$ cat src/rtl/dsconv_pkg.sv
// Shared types and helpers for the depthwise-separable conv activation stage.
package dsconv_pkg;

    typedef enum logic [1:0] {
        ACT_BYPASS = 2'd0,
        ACT_RELU   = 2'd1,
        ACT_CLAMP  = 2'd2,
        ACT_LEAKY  = 2'd3
    } act_mode_t;

    // Saturate a signed value into the range of a signed 'width'-bit number.
    function automatic logic signed [31:0] sat_signed(input logic signed [31:0] val,
                                                      input int width);
        logic signed [31:0] hi;
        logic signed [31:0] lo;
        hi = (32'sd1 <<< (width - 1)) - 32'sd1;
        lo = -(32'sd1 <<< (width - 1));
        if (val > hi) begin
            return hi;
        end else if (val < lo) begin
            return lo;
        end
        return val;
    endfunction

endpackage

$ cat src/rtl/dsconv_act_lane.sv
// One channel of the activation stage: activation register, then rounding shift,
// saturation and optional clamp into the output register. Both advance on en.
module dsconv_act_lane
    import dsconv_pkg::*;
#(
    parameter int DATA_W      = 18,
    parameter int OUT_W       = 8,
    parameter int SHIFT_W     = 5,
    parameter int LEAKY_SHIFT = 3
) (
    input  logic                      clk,
    input  logic                      rst_n,
    input  logic                      en,
    input  act_mode_t                 mode,
    input  logic signed [DATA_W-1:0]  x,
    input  logic [SHIFT_W-1:0]        shift_s1,
    input  logic                      clamp_en_s1,
    input  logic [OUT_W-1:0]          clamp_s1,
    output logic signed [OUT_W-1:0]   y
);

    logic signed [DATA_W-1:0] a_d, a_q;
    logic signed [DATA_W:0]   ext, rnd, r;
    logic signed [OUT_W-1:0]  sat, cmax, y_d, y_q;

    always_comb begin
        a_d = x;
        case (mode)
            ACT_BYPASS:          a_d = x;
            ACT_RELU, ACT_CLAMP: a_d = (x > 0) ? x : '0;
            ACT_LEAKY:           a_d = x[DATA_W-1] ? (x >>> LEAKY_SHIFT) : x;
            default:             a_d = x;
        endcase
    end

    // One extra bit of headroom keeps a + 2^(s-1) from overflowing for legal shifts.
    always_comb begin
        ext = {a_q[DATA_W-1], a_q};
        rnd = '0;
        if (shift_s1 != '0) begin
            rnd = (DATA_W + 1)'(1) << (shift_s1 - 1'b1);
        end
        r    = (ext + rnd) >>> shift_s1;
        sat  = OUT_W'(sat_signed(32'(r), OUT_W));
        cmax = clamp_s1[OUT_W-1] ? '0 : clamp_s1;
        y_d  = (clamp_en_s1 && (sat > cmax)) ? cmax : sat;
    end

    always_ff @(posedge clk or negedge rst_n) begin
        if (!rst_n) begin
            a_q <= '0;
            y_q <= '0;
        end else if (en) begin
            a_q <= a_d;
            y_q <= y_d;
        end
    end

    assign y = y_q;

endmodule

$ cat src/rtl/dsconv_act_stage.sv
// Multi-lane activation/requantisation stage: two-deep valid/ready pipe with
// per-frame configuration latching and a saturating frame beat counter.
module dsconv_act_stage
    import dsconv_pkg::*;
#(
    parameter int CH          = 4,
    parameter int DATA_W      = 18,
    parameter int OUT_W       = 8,
    parameter int SHIFT_W     = 5,
    parameter int LEAKY_SHIFT = 3,
    parameter int CNT_W       = 16
) (
    input  logic                  clk,
    input  logic                  rst,
    input  logic [1:0]            cfg_mode,
    input  logic [SHIFT_W-1:0]    cfg_shift,
    input  logic [OUT_W-1:0]      cfg_clamp,
    input  logic                  in_valid,
    output logic                  in_ready,
    input  logic [CH*DATA_W-1:0]  in_data,
    input  logic                  in_last,
    output logic                  out_valid,
    input  logic                  out_ready,
    output logic [CH*OUT_W-1:0]   out_data,
    output logic                  out_last,
    output logic [CNT_W-1:0]      frame_beats
);

    logic               rdy_d, rdy_q;
    logic               v1_d, v1_q;
    logic               last1_d, last1_q;
    logic               out_valid_d, out_valid_q;
    logic               out_last_d, out_last_q;
    act_mode_t          mode1_d, mode1_q;
    logic [SHIFT_W-1:0] shift1_d, shift1_q;
    logic [OUT_W-1:0]   clamp1_d, clamp1_q;
    act_mode_t          lat_mode_d, lat_mode_q;
    logic [SHIFT_W-1:0] lat_shift_d, lat_shift_q;
    logic [OUT_W-1:0]   lat_clamp_d, lat_clamp_q;
    logic               frame_active_d, frame_active_q;
    logic [CNT_W-1:0]   beats_d, beats_q;

    logic               en, accept;
    act_mode_t          cur_mode;
    logic [SHIFT_W-1:0] cur_shift;
    logic [OUT_W-1:0]   cur_clamp;

    // The first beat of a frame uses the live cfg; later beats use the latched copy.
    always_comb begin
        en        = !out_valid_q || out_ready;
        in_ready  = en && rdy_q;
        accept    = in_valid && in_ready;
        cur_mode  = frame_active_q ? lat_mode_q  : act_mode_t'(cfg_mode);
        cur_shift = frame_active_q ? lat_shift_q : cfg_shift;
        cur_clamp = frame_active_q ? lat_clamp_q : cfg_clamp;
    end

    always_comb begin
        rdy_d          = 1'b1;
        v1_d           = v1_q;
        last1_d        = last1_q;
        mode1_d        = mode1_q;
        shift1_d       = shift1_q;
        clamp1_d       = clamp1_q;
        out_valid_d    = out_valid_q;
        out_last_d     = out_last_q;
        lat_mode_d     = lat_mode_q;
        lat_shift_d    = lat_shift_q;
        lat_clamp_d    = lat_clamp_q;
        frame_active_d = frame_active_q;
        beats_d        = beats_q;

        if (en) begin
            v1_d        = accept;
            last1_d     = accept && in_last;
            mode1_d     = cur_mode;
            shift1_d    = cur_shift;
            clamp1_d    = cur_clamp;
            out_valid_d = v1_q;
            out_last_d  = last1_q;
        end

        if (accept) begin
            frame_active_d = !in_last;
            if (!frame_active_q) begin
                lat_mode_d  = act_mode_t'(cfg_mode);
                lat_shift_d = cfg_shift;
                lat_clamp_d = cfg_clamp;
                beats_d     = CNT_W'(1);
            end else if (beats_q != '1) begin
                beats_d = beats_q + 1'b1;
            end
        end
    end

    always_ff @(posedge clk or negedge rst) begin
        if (!rst) begin
            rdy_q          <= 1'b0;
            v1_q           <= 1'b0;
            last1_q        <= 1'b0;
            mode1_q        <= ACT_BYPASS;
            shift1_q       <= '0;
            clamp1_q       <= '0;
            out_valid_q    <= 1'b0;
            out_last_q     <= 1'b0;
            lat_mode_q     <= ACT_BYPASS;
            lat_shift_q    <= '0;
            lat_clamp_q    <= '0;
            frame_active_q <= 1'b0;
            beats_q        <= '0;
        end else begin
            rdy_q          <= rdy_d;
            v1_q           <= v1_d;
            last1_q        <= last1_d;
            mode1_q        <= mode1_d;
            shift1_q       <= shift1_d;
            clamp1_q       <= clamp1_d;
            out_valid_q    <= out_valid_d;
            out_last_q     <= out_last_d;
            lat_mode_q     <= lat_mode_d;
            lat_shift_q    <= lat_shift_d;
            lat_clamp_q    <= lat_clamp_d;
            frame_active_q <= frame_active_d;
            beats_q        <= beats_d;
        end
    end

    for (genvar k = 0; k < CH; k++) begin : g_lane
        dsconv_act_lane #(
            .DATA_W      (DATA_W),
            .OUT_W       (OUT_W),
            .SHIFT_W     (SHIFT_W),
            .LEAKY_SHIFT (LEAKY_SHIFT)
        ) u_lane (
            .clk         (clk),
            .rst_n       (rst),
            .en          (en),
            .mode        (cur_mode),
            .x           (in_data[k*DATA_W +: DATA_W]),
            .shift_s1    (shift1_q),
            .clamp_en_s1 (mode1_q == ACT_CLAMP),
            .clamp_s1    (clamp1_q),
            .y           (out_data[k*OUT_W +: OUT_W])
        );
    end

    assign out_valid   = out_valid_q;
    assign out_last    = out_last_q;
    assign frame_beats = beats_q;

endmodule

$ cat config.mk
export PLATFORM = sky130hd
export DESIGN_NAME = dsconv_act_stage
export DESIGN_NICKNAME = d
export VERILOG_FILES = /design/src/rtl/dsconv_pkg.sv /design/src/rtl/dsconv_act_lane.sv /design/src/rtl/dsconv_act_stage.sv
export SDC_FILE = /design/constraint.sdc
export NUM_CORES = 1
export LEC_CHECK = 0
export ABC_AREA = 1
export BUFFER_PORTS_ARGS = -buffer_cell sky130_fd_sc_hd__buf_2
export CAP_MARGIN = 10
export CORE_AREA = 3 3 184 186
export CTS_CLUSTER_SIZE = 20
export DETAILED_ROUTE_END_ITERATION = 12
export DIE_AREA = 0 0 187 189
export PLACE_DENSITY = 0.76
export SLEW_MARGIN = 20
export SYNTH_ARGS = -nofsm -noshare
export SYNTH_HDL_FRONTEND = slang
export SYNTH_HIERARCHICAL = 1
export SYNTH_SLANG_ARGS = --single-unit
$ cat constraint.sdc
create_clock -name clk -period 14.9 [get_ports clk]
set_input_delay 2.98 -clock clk [delete_from_list [all_inputs] [get_ports clk]]
set_output_delay 2.98 -clock clk [all_outputs]
set_load 0.02 [all_outputs]
# == Yosys cells after proc, flatten, opt, wreduce, memory -nomap -nowiden ==
# Index checks and enable logic that the tools add are counted.
# totals
elab_cells,111
output_inout_bits,51
regBits,156
# op_classes
add_sub_neg,6
magnitude_cmp,16
n_reduce_logical,14
n_eq_ne,6
n_mux,43
shift,5
# ops
operator,count
18-bit case mux with 3 select lines,4
18-bit two-way mux,8
8-bit two-way mux,17
18-bit by 19-bit adder with 19-bit output,4
"19-bit by 8-bit > comparator with 1-bit output, second input constant",4
"19-bit by 8-bit less-than comparator with 1-bit output, second input constant",4
19-bit by 5-bit >>> shifter with 19-bit output,4
"18-bit by 1-bit > comparator with 1-bit output, second input constant",4
8-bit > comparator,4
16-bit two-way mux,2
19-bit two-way mux,1
"1-bit by 5-bit left shift with 19-bit output, first input constant",1
"16-bit by 1-bit adder with 16-bit output, second input constant",1
"16-bit != test, second input constant",1
1-bit two-way mux,8
1-bit logical AND,7
7-bit two-way mux,1
"2-bit equality test, second input constant",3
5-bit two-way mux,1
5-bit nonzero test,1
"5-bit by 1-bit subtractor with 5-bit output, second input constant",1
"2-bit by 1-bit equality test with 1-bit output, second input constant",1
1-bit zero test,2
2-bit zero test,1
5 further kinds,5

# == Depth between registers and ports, before layout ==
# logic_depth
ltp_word,12
ltp_mapped,49

# == Hierarchy ==
# The synthesis kept the hierarchy.
# by_module_without_submodules
module,n_inst,area_each_um2,cells_per_inst
dsconv_act_lane (g_lane[1].u_lane ...),2,3997.6,718
dsconv_act_lane (g_lane[0].u_lane),1,4001.3,699
dsconv_act_lane (g_lane[3].u_lane),1,3983.8,701
dsconv_act_stage,1,2661.3,342

# == Worst setup path after synthesis ==
# OpenSTA, ideal clock, no wires.
# synth_timing
kind,in2out
from,input port out_ready
to,output port in_ready
cell_stages,2
path_slack_ps,8677
t_arrival_ps,3243
n_path_buf,0
required_ps,11920
path_cell_list,nor2_4 > nor2_4
# synth_between
elab_chain_len,2
# synth_lines
element,line_no,text
"start, declared",dsconv_act_stage.sv:23,"input logic out_ready,"
1-bit logical OR,dsconv_act_stage.sv:50,en = !out_valid_q || out_ready;
1-bit logical AND,dsconv_act_stage.sv:51,in_ready = en && rdy_q;
"end, declared",dsconv_act_stage.sv:19,"output logic in_ready,"
# No other way between the ends.

# == Final worst setup path ==
# layout_timing
from,register shift1_q[3]
to,register g_lane[0].u_lane.y_q[1]
# layout_between
elab_chain_len,12
word_cells_on_any_way,15
# layout_lines
element,line_no,text
"start, declared",dsconv_act_stage.sv:35,"logic [SHIFT_W-1:0] shift1_d, shift1_q;"
"start signal, assigned",dsconv_act_stage.sv:116,shift1_q <= shift1_d;
5-bit by 1-bit subtractor with 5-bit output,dsconv_act_lane.sv:41,rnd = (DATA_W + 1)'(1) << (shift_s1 - 1'b1);
1-bit by 5-bit left shift with 19-bit output,dsconv_act_lane.sv:41,
19-bit two-way mux,dsconv_act_lane.sv:40,if (shift_s1 != '0) begin
18-bit by 19-bit adder with 19-bit output,dsconv_act_lane.sv:43,r = (ext + rnd) >>> shift_s1;
19-bit by 5-bit >>> shifter with 19-bit output (*),dsconv_act_lane.sv:43,
19-bit by 8-bit less-than comparator with 1-bit output,dsconv_pkg.sv:20,end else if (val < lo) begin
1-bit two-way mux,dsconv_pkg.sv:20,
1-bit two-way mux,dsconv_pkg.sv:18,if (val > hi) begin
8-bit two-way mux (*),dsconv_pkg.sv:23,return val;
8-bit > comparator,dsconv_act_lane.sv:46,y_d = (clamp_en_s1 && (sat > cmax)) ? cmax : sat;
1-bit logical AND,dsconv_act_lane.sv:46,
8-bit two-way mux (*),dsconv_act_lane.sv:46,
"end signal, assigned",dsconv_act_lane.sv:55,y_q <= y_d;
"end, declared",dsconv_act_lane.sv:24,"logic signed [OUT_W-1:0] sat, cmax, y_d, y_q;"
# Every way passes the cells marked *; elsewhere a longest branch is shown, timed or not.
# A chain may end at the register's enable or synchronous reset.

==> results.py <==
metrics = {
    "setup_path": {
        "crit_end": "g_lane[0].u_lane/y[1]",
        "slowest_stage": "dfrtp_1",
        "cp-start-kind": "flip-flop",
        "path_class": "reg -> reg",
        "required_ns": 15.30,
        "crit_top_cell": "nand2_1",
        "reg2reg_depth": 34,
        "r2r_end": "g_lane[0].u_lane/y[1]",
        "endpoint_kind": "flip-flop",
        "crit_start": "shift1_q[3]",
        "cp_max_fo": 15,
        "critPathMaxStageDelay_ns": 0.82,
        "rr_startpoint": "shift1_q[3]",
        "arrival_ns": 7.27,
        "reg2reg_slack_ns": 8.03,
    },
    "logic_synthesis": {
        "synthDistinctLibCells": 61,
        "synth_top_cell_by_area": "nand2_1",
        "synth_fp_nets": 3383,
        "ys_top_cells_by_count": "1,064 x nand2_1, 400 x nand3_1, 382 x inv_1, 341 x nor2_1, 156 x dfrtp_1",
        "synth_area_per_cell_um2": 5.87,
        "synthFlopType": "dfrtp_1",
        "synthCells": 3178,
        "synthTopCellsByArea": "nand2_1 21%, dfrtp_1 21%, nand3_1 11%",
        "mappedNetlistArea_um2": 18600,
        "postSynth.asyncResetShare": 1.00,
        "yosysMostFrequentCell": "nand2_1",
        "synth_edf_count": 0,
        "synth_top_area_frac": 0.214,
        "yosys_warnings": 6,
        "seq_area_frac_synth": 0.209,
        "yosys_register_bits": 156,
    },
    "final_layout": {
        "layout.nets": 3456,
        "multi_input_area_um2": 12700,
        "regArea_um2": 3910,
        "drive_above_1_share": 0.102,
        "area_delta_synth_final_pct": 8.22,
        "nFillCells": 3279,
        "final-instance-count-excl-fill": 3713,
    },
    "sta": {
        "slew_viol_final": 0,
        "rsz0062_at_grt": "false",
        "finalHoldViolCount": 0,
        "setup_viol": 0,
        "worst_pin_slew_ns": 1.05,
        "clock_skew_ns": 0.0125,
        "whs_ns": 0.456,
        "fin_crit_sh": 0.461,
        "fmax_ghz": 0.145,
        "slew_headroom": 0.300,
        "fin_crit_ns": 6.87,
        "fin_tns_setup_ns": 0,
    },
    "global_route": {
        "grt_pass1_wl_um": 94300,
        "grt_max_degree": 108,
        "grt_usage": 0.322,
        "met2_usage": 0.538,
        "grt_most_used_layer": "met2",
        "antenna_found_initial": 7,
        "grt_pass1_vias": 19200,
        "met1_usage": 0.429,
        "grt-ovfl-total": 0,
        "use_met3": 0.0391,
    },
    "cts": {
        "cts.path.max_buffers": 2,
        "cts_hold_buf": 0,
        "cts.sinks": 156,
        "cts_tree": "built",
        "numCtsBuffers": 17,
        "path_clk_slew_ns": 0.08,
        "clock_latency_ns": 0.46,
        "h-tree-depth": 4,
        "post_cts_resized": 0,
        "cts_root_buf": "clkbuf_16",
        "post_cts_buffers": 0,
    },
    "routing": {
        "num_vias": 21000,
        "drt_wl_total_um": 58300,
        "ant_nets": 0,
        "route.detailed.drc": 0,
        "vias_per_cell": 5.66,
        "wire_per_inst_um": 15.7,
        "drt_pass1_iterations": 6,
        "drt_iter0_drc": 1767,
    },
    "die": {
        "fp.dieH_um": 189,
        "num_rows": 66,
        "io_pins": 143,
        "die_x_um": 187,
        "start_util": 0.574,
        "dieArea_um2": 35300,
        "core_region_area_um2": 32500,
    },
    "pwr": {
        "p_sw_mw": 1.58,
        "power-per-cell-area_nw_per_um2": 146,
        "p_int_mw": 1.37,
        "power_mw": 2.95,
        "p_leak_nw": 10.9,
        "vdd_drop_max_mv": 0.100,
        "p_clk_frac": 0.157,
        "switching_share": 0.536,
        "p_seq_frac": 0.224,
        "p_comb_frac": 0.619,
    },
    "run_status": {
        "outcome": "complete, no violations",
    },
    "placement": {
        "hpwl_um": 45500,
        "portBuffers": 142,
        "place_inst": 3673,
        "gp_congestion": 0.951,
    },
    "run": {
        "cap_violations": 0,
    },
    "hold_path": {
        "holdCritPathClass": "reg -> reg",
    },
}
[per-stage QoR]
step                      area [um2]  utilization  worst slack, ns
after floorplan                18600            -             8.68
after global placement         19500        0.601             8.19
after detailed placement       19500        0.601             8.17
after CTS                      20100        0.620             8.13
after global routing           20200        0.622             7.28
final                          20200        0.622             8.03
[worst min path at each step]
| stage | startpoint | end | slack (ns) | depth (start not counted) |
|---|---|---|---|---|
| 2_1_floorplan | v1_q | out_valid | 0.42 | 2 |
| 3_3_place_gp | v1_q | out_valid | 0.43 | 2 |
| 3_5_place_dp | v1_q | out_valid | 0.44 | 2 |
| 4_1_cts | v1_q | out_valid | 0.46 | 2 |
| 5_1_grt | v1_q | out_valid | 0.48 | 2 |
| 6_report | v1_q | out_valid | 0.46 | 2 |
[critical path, delay by kind of cell (launching register included)]
family / cells / cell delay [ns]
AOI/OAI and AO/OA: 6 / 1.51
buffers and inverters: 6 / 1.10
adders and majority gates: 2 / 0.69
and+or+nand+nor: 20 / 2.69
DFF: 1 / 0.82
[placed cells by master (no fill, tap or decap), types with 8 or more instances in the layout]
cell,Yosys,layout
nor2_2,15,15
ha_1,109,109
a31oi_1,14,14
o211ai_1,12,12
nor4_1,20,20
nand2_2,50,50
o31ai_1,10,10
xnor2_1,11,11
clkbuf_16,0,17
a21oi_1,86,86
xor2_1,17,17
nand3_2,22,22
clkinv_1,10,10
inv_1,382,381
nor2_1,341,341
o21ai_0,121,115
inv_2,18,18
nand4_1,26,26
and2_1,13,13
buf_2,15,141
buf_4,8,9
nand2_1,1064,1064
dfrtp_1,156,153
nand3_1,400,400
nor3_1,24,24
a221oi_1,57,57
a211oi_1,8,8
o21ai_1,11,16
[sequential cells by signal (all words and copies together), names as in the netlist, 2 cells and up]
| signal | flops |
|---|---|
| g_lane.u_lane/y | 32 |
| frame_beats | 16 |
| g_lane.u_lane/a_q | 72 |
| lat_clamp_q | 8 |
| shift1_q | 5 |
| lat_shift_q | 5 |
| clamp1_q | 8 |
| mode1_q | 2 |
| lat_mode_q | 2 |
[power by group through the flow]
stage / Combinational (mW) / Clock, mW / Sequential, mW
after floorplan: 1.33 / 0 / 0.664
after global placement: 1.75 / 0 / 0.661
after detailed placement: 1.78 / 0 / 0.663
after CTS: 1.79 / 0.475 / 0.658
after global routing: 2.06 / 0.490 / 0.673
final: 1.82 / 0.464 / 0.660
[routing by layer]
layer  up-vias  share of wire
li1      10500              -
met1      9650           0.44
met2       723           0.47
met3       122          0.055
met4         0          0.033
met5         -              0
[logic make-up after synthesis]
| family | after synthesis | share of synthesized area |
|---|---|---|
| AO/OA/AOI/OAI | 368 | 0.124 |
| XOR/XNOR | 28 | 0.0132 |
| adder cells (fa/ha/maj) | 113 | 0.0775 |
| buffers and inverters | 513 | 0.110 |
| flip-flops | 156 | 0.209 |
| other | 1 | 0.000201 |
| AND/OR/NAND/NOR | 1999 | 0.465 |
[layout make-up]
type,instances,area share
clock inverters,15,0.00937
inverters,415,0.0781
repair buffers,152,0.0403
clock buffers,17,0.0211
flip-flops and latches,156,0.194
multi-input cells,2509,0.629
well taps,442,0.0274
diodes,7,0.000868
Power figures use the tool's default switching activity.
